File: src/rtl/shift_rotate_pipe.sv
// shift_rotate_pipe: pipelined ROR/ROL/SRL/SRA unit with valid/ready on both sides,
// carry (last bit out) and zero flags; log shifter levels are split evenly across PIPE stages.
module shift_rotate_pipe #(
  parameter int WIDTH = 32,
  parameter int PIPE = 2
) (
  input  logic                     clk,
  input  logic                     rst_n,
  input  logic                     flush,
  input  logic                     in_valid,
  output logic                     in_ready,
  input  logic [WIDTH-1:0]         in,
  input  logic [$clog2(WIDTH)-1:0] num,
  input  logic [1:0]               mode,
  output logic                     out_valid,
  input  logic                     out_ready,
  output logic [WIDTH-1:0]         out,
  output logic                     out_carry,
  output logic                     out_zero
);
  localparam int SW = $clog2(WIDTH);
  localparam int LPS = (SW + PIPE - 1) / PIPE;
  localparam logic [WIDTH-1:0] ONES = '1;
  logic             v_q     [PIPE];
  logic             v_d     [PIPE];
  logic [WIDTH-1:0] data_q  [PIPE];
  logic [WIDTH-1:0] data_d  [PIPE];
  logic [SW-1:0]    num_q   [PIPE];
  logic [SW-1:0]    num_d   [PIPE];
  logic [1:0]       mode_q  [PIPE];
  logic [1:0]       mode_d  [PIPE];
  logic             carry_q [PIPE];
  logic             carry_d [PIPE];
  logic             sign_q  [PIPE];
  logic             sign_d  [PIPE];
  logic             src_v     [PIPE];
  logic [WIDTH-1:0] src_data  [PIPE];
  logic [SW-1:0]    src_num   [PIPE];
  logic [1:0]       src_mode  [PIPE];
  logic             src_carry [PIPE];
  logic             src_sign  [PIPE];
  logic [PIPE:0]    adv;
  logic [WIDTH-1:0] d;
  logic [WIDTH-1:0] nd;
  logic [WIDTH-1:0] lsb;
  logic             c;
  logic             ld;
  int               sh;
  always_comb begin
    adv[PIPE] = out_ready;
    for (int s = PIPE - 1; s >= 0; s--) adv[s] = !v_q[s] || adv[s + 1];
    src_v[0] = in_valid;
    src_data[0] = in;
    src_num[0] = num;
    src_mode[0] = mode;
    src_carry[0] = 1'b0;
    src_sign[0] = in[WIDTH-1];
    for (int s = 1; s < PIPE; s++) begin
      src_v[s] = v_q[s-1];
      src_data[s] = data_q[s-1];
      src_num[s] = num_q[s-1];
      src_mode[s] = mode_q[s-1];
      src_carry[s] = carry_q[s-1];
      src_sign[s] = sign_q[s-1];
    end
    d = '0;
    nd = '0;
    lsb = '0;
    c = 1'b0;
    ld = 1'b0;
    sh = 0;
    for (int s = 0; s < PIPE; s++) begin
      d = src_data[s];
      c = src_carry[s];
      // level k belongs to stage k/LPS; the running carry is the last bit pushed out
      for (int k = 0; k < SW; k++) begin
        sh = 1 << k;
        if (k / LPS == s && src_num[s][k]) begin
          lsb = d >> (sh - 1);
          nd = src_mode[s] == 2'b00 ? (d >> sh) | (d << (WIDTH - sh)) :
               src_mode[s] == 2'b01 ? (d << sh) | (d >> (WIDTH - sh)) :
               (d >> sh) | (src_mode[s][0] && src_sign[s] ? ~(ONES >> sh) : '0);
          c = src_mode[s] == 2'b00 ? nd[WIDTH-1] : src_mode[s] == 2'b01 ? nd[0] : lsb[0];
          d = nd;
        end
      end
      ld = adv[s] && src_v[s];
      v_d[s] = !flush && (adv[s] ? src_v[s] : v_q[s]);
      data_d[s] = ld ? d : data_q[s];
      num_d[s] = ld ? src_num[s] : num_q[s];
      mode_d[s] = ld ? src_mode[s] : mode_q[s];
      carry_d[s] = ld ? c : carry_q[s];
      sign_d[s] = ld ? src_sign[s] : sign_q[s];
    end
  end
  always_ff @(posedge clk or negedge rst_n)
    if (!rst_n) begin
      for (int s = 0; s < PIPE; s++) begin
        v_q[s] <= 1'b0;
        data_q[s] <= '0;
        num_q[s] <= '0;
        mode_q[s] <= '0;
        carry_q[s] <= 1'b0;
        sign_q[s] <= 1'b0;
      end
    end else begin
      for (int s = 0; s < PIPE; s++) begin
        v_q[s] <= v_d[s];
        data_q[s] <= data_d[s];
        num_q[s] <= num_d[s];
        mode_q[s] <= mode_d[s];
        carry_q[s] <= carry_d[s];
        sign_q[s] <= sign_d[s];
      end
    end
  assign in_ready = adv[0];
  assign out_valid = v_q[PIPE-1];
  assign out = data_q[PIPE-1];
  assign out_carry = carry_q[PIPE-1];
  assign out_zero = out_valid && ~|out;
endmodule

File: config.mk
export PLATFORM = sky130hd
export DESIGN_NAME = shift_rotate_pipe
export DESIGN_NICKNAME = d
export VERILOG_FILES = /design/src/rtl/shift_rotate_pipe.sv
export SDC_FILE = /design/constraint.sdc
export NUM_CORES = 1
export LEC_CHECK = 0
export CORE_ASPECT_RATIO = 2
export CORE_MARGIN = 10
export CORE_UTILIZATION = 35
export CTS_CLUSTER_DIAMETER = 80
export CTS_CLUSTER_SIZE = 12
export DETAILED_ROUTE_END_ITERATION = 7
export DONT_BUFFER_PORTS = 1
export SLEW_MARGIN = 40
export SYNTH_ARGS = -nofsm -noshare
export SYNTH_HDL_FRONTEND = slang
export SYNTH_SLANG_ARGS = --single-unit
File: constraint.sdc
create_clock -name clk -period 2.1 [get_ports clk]
set_input_delay 0.21 -clock clk [delete_from_list [all_inputs] [get_ports clk]]
set_output_delay 0.21 -clock clk [all_outputs]
set_load 0.01 [all_outputs]
==> reports/metrics.csv <==
metric;value;unit
worst slew pin tran;0.743;ns
Min-Delay Startpoint;mode[0];
Slowest-stage cell, CP;nor4_1;
CTS tree;built;
HP Class;input pin to register;
Final WS setup;0.0258;ns
Cells on Worst Hold Path;2;
most frequent cell after synthesis;nand2_1;
H-Tree Depth;3;
max frequency;482;MHz
# IOs;80;
Remaining DRCs;0;
Die H;234;um
Ys Warns;0;
final hold vios;0;
Mapped Cells;1058;
clock-pin slew on the worst setup and hold paths;0.07;ns
Worst Path Required;1.89;ns
sequential-to-total area share from yosys stat;0.227;
Clk Latency, worst-skew pair;0.37;ns
Max clock buf depth;2;
first-pass GRT wire length;59000;um
wire per inst;30.9;um
worst hold-check slack;0.0306;ns
capture point of the worst reg-to-reg path;out_carry;
Layout area overhead;8.97;%
largest net degree at the start of global routing;135;
Setup Skew;0.0114;ns
status;complete, no violations;
Vias per Instance;6.93;
ys flop type;dfrtp_1;
Rows;78;
startpoint type of the worst setup path;register;
adder-cell share of the synthesized area;0;
Synth Cell Area;0.00805;mm^2
post-CTS setup buffer count;0;
initial drt markers;1206;
drt first pass iters;6;
Post-synth EDFFs;0;
Vias;9002;
Mapped Nets;1102;
setup slack, reg-to-reg;0.17;ns
DP Cell Count;1273;
CTS Buf Count;9;
Routed WL;40100;um
Final Slew Violations;0;
antenna viol nets, final;0;
GRT Total Usage;0.264;
top cell type's share of synthesized area;0.227;
max incr delay on CP;0.52;ns
hold path endpoint;mode_q[2];
Power Total;5.93;mW
Crit Path Max Fanout;3;
post-synth top area cell;dfrtp_1;
Worst R2R Path Depth;4;
initial antenna violation count;1;
Slew HR;0.498;
PwrDens;676;mW/mm^2
Core ar.;0.0226;mm^2
share of layout cells above drive strength 1;0.153;
Die ar.;0.0298;mm^2
max_cap viols;0;
CTS Sinks;73;
Die X;127;um
final worst path period need;2.07;ns
HPWL after detailed placement;29900;um
Synth area leaders;dfrtp_1 (23%), mux4_2 (7.8%), a21oi_1 (6.8%), nand2_1 (6.5%), buf_4 (4.8%);
mux share of post-synthesis cell area;0.137;
Post-synth top cells;nand2_1 (140), a21oi_1 (110), nor2_1 (93), dfrtp_1 (73), clkbuf_1 (56);
critical path cell sequence;nor4_1 -> nand4_1 -> nor3_1 -> buf_4;
# nets final;1057;
reg-to-reg startpoint;mode_q[3];
post-synth cell types;68;
Critical Path AT;1.86;ns
post-place setup slack;-0.0782;ns
Crit Path Class;register to output port;
port bufs;0;
Root Buffer;clkbuf_16;
maximum VDD drop;0.000280;V
Critical Path End Type;output port;
Starting Density;0.355;
Final period util;0.988;
Synth Area in Compound Gates;0.314;
Synth Area in XOR/XNOR;0;
vias in the first global route;8726;
gpl congestion;0.993;
RSZ-0062 raised after global routing;false;
final setup fails;0;
Remaining Overflow, GRT;0;
Final Non-Filler Cells;1299;
Leak Pwr;3.56;nW
share of synthesized registers carrying an async set or reset;1.00;
Post-Syn Area per Cell;7.61;um^2
main combinational cell family by area after synthesis;compound AO/OA/AOI/OAI gates;
number of synthesized register bits;73;
simple-gate area share of the yosys netlist;0.203;
final cells by class:
class	instances	area, um^2
clock buffers	11	253
fillers	2432	13900
well taps	280	350
inverters	31	119
diodes	1	2.50
clock inverters	5	77.6
repair buffers	95	841
multi-input cells	803	5300
flip-flops and latches	73	1830
cell usage in the layout, fill, tap and decap left out, types with 6 or more instances in the layout:
cell type / count
a211o_1: 20
nand4_1: 9
nor2_1: 93
a211oi_1: 46
mux4_2: 28
mux2_2: 11
buf_4: 79
o2111ai_1: 6
nor3b_1: 7
nor4_1: 13
a21o_1: 20
nand2_1: 140
o21ai_0: 37
mux2i_1: 35
o31ai_1: 7
a2111oi_0: 6
dlygate4sd3_1: 8
nor3_1: 18
a31oi_1: 20
buf_12: 7
a311oi_1: 36
dfrtp_1: 72
inv_1: 29
o211ai_1: 11
nand3_1: 37
clkbuf_16: 9
a21oi_1: 110
logic make-up after synthesis:
group / count (synthesis)
flip-flops: 73
multiplexers: 74
AO/OA/AOI/OAI: 371
AND/OR/NAND/NOR: 358
buffers and inverters: 182
critical path: cells and delay by family, from the launching register on:
kind,cells,cell delay (ns)
AND/OR/NAND/NOR,3,0.88
buffers and inverters,1,0.15
flip-flops,1,0.47
repair_timing:
item / 4_1_cts / 5_1_grt
gates resized for setup: 2 / 0
hold endpoints to repair: 80 / 0
hold buffers: 9 / 0
setup endpoints to repair: 1 / 0
worst max path at each step:
| stage | startpoint | to | slack, ns | cells after the start |
|---|---|---|---|---|
| finish | out[26] | out_zero | 0.03 | 4 |
| global route | out[7] | out_zero | 0.004 | 4 |
| CTS | out[26] | out_zero | 0.03 | 4 |
| detailed placement | mode[1] | data_q[42] | -0.08 | 6 |
| global placement | mode[1] | data_q[42] | -0.04 | 6 |
| floorplan | out_valid | data_q[63] | 0.40 | 6 |
where the power goes:
group	switching (mW)	leakage (nW)	internal, mW
logic	1.14	2.54	0.859
registers	0.508	0.861	1.66
clock network	0.664	0.162	1.10
total	2.31	3.56	3.62
registers in the layout, indices dropped and copies added (netlist names):
signal / cells
out_valid: 1
out: 32
src_v: 1
data_q: 32
carry_q: 1
sign_q: 1
mode_q: 2
out_carry: 1
num_q: 2
metrics by stage:
| stage | area [um^2] | setup TNS [ns] | util |
|---|---|---|---|
| after global routing | 8770 | 0 | 0.387 |
| after floorplan | 8050 | 0 | - |
| after CTS | 8770 | 0 | 0.387 |
| after detailed placement | 8320 | -0.0782 | 0.367 |
| after global placement | 8320 | -0.0374 | 0.367 |
| final | 8770 | 0 | 0.387 |
routing by layer:
layer	vias to the layer above	global-route usage	part of all wire
met4	0	0.251	0.10
met5	-	0	0
met3	191	0.0584	0.079
li1	3875	-	-
met1	4345	0.240	0.30
met2	591	0.472	0.52
Power figures use the tool's default switching activity.
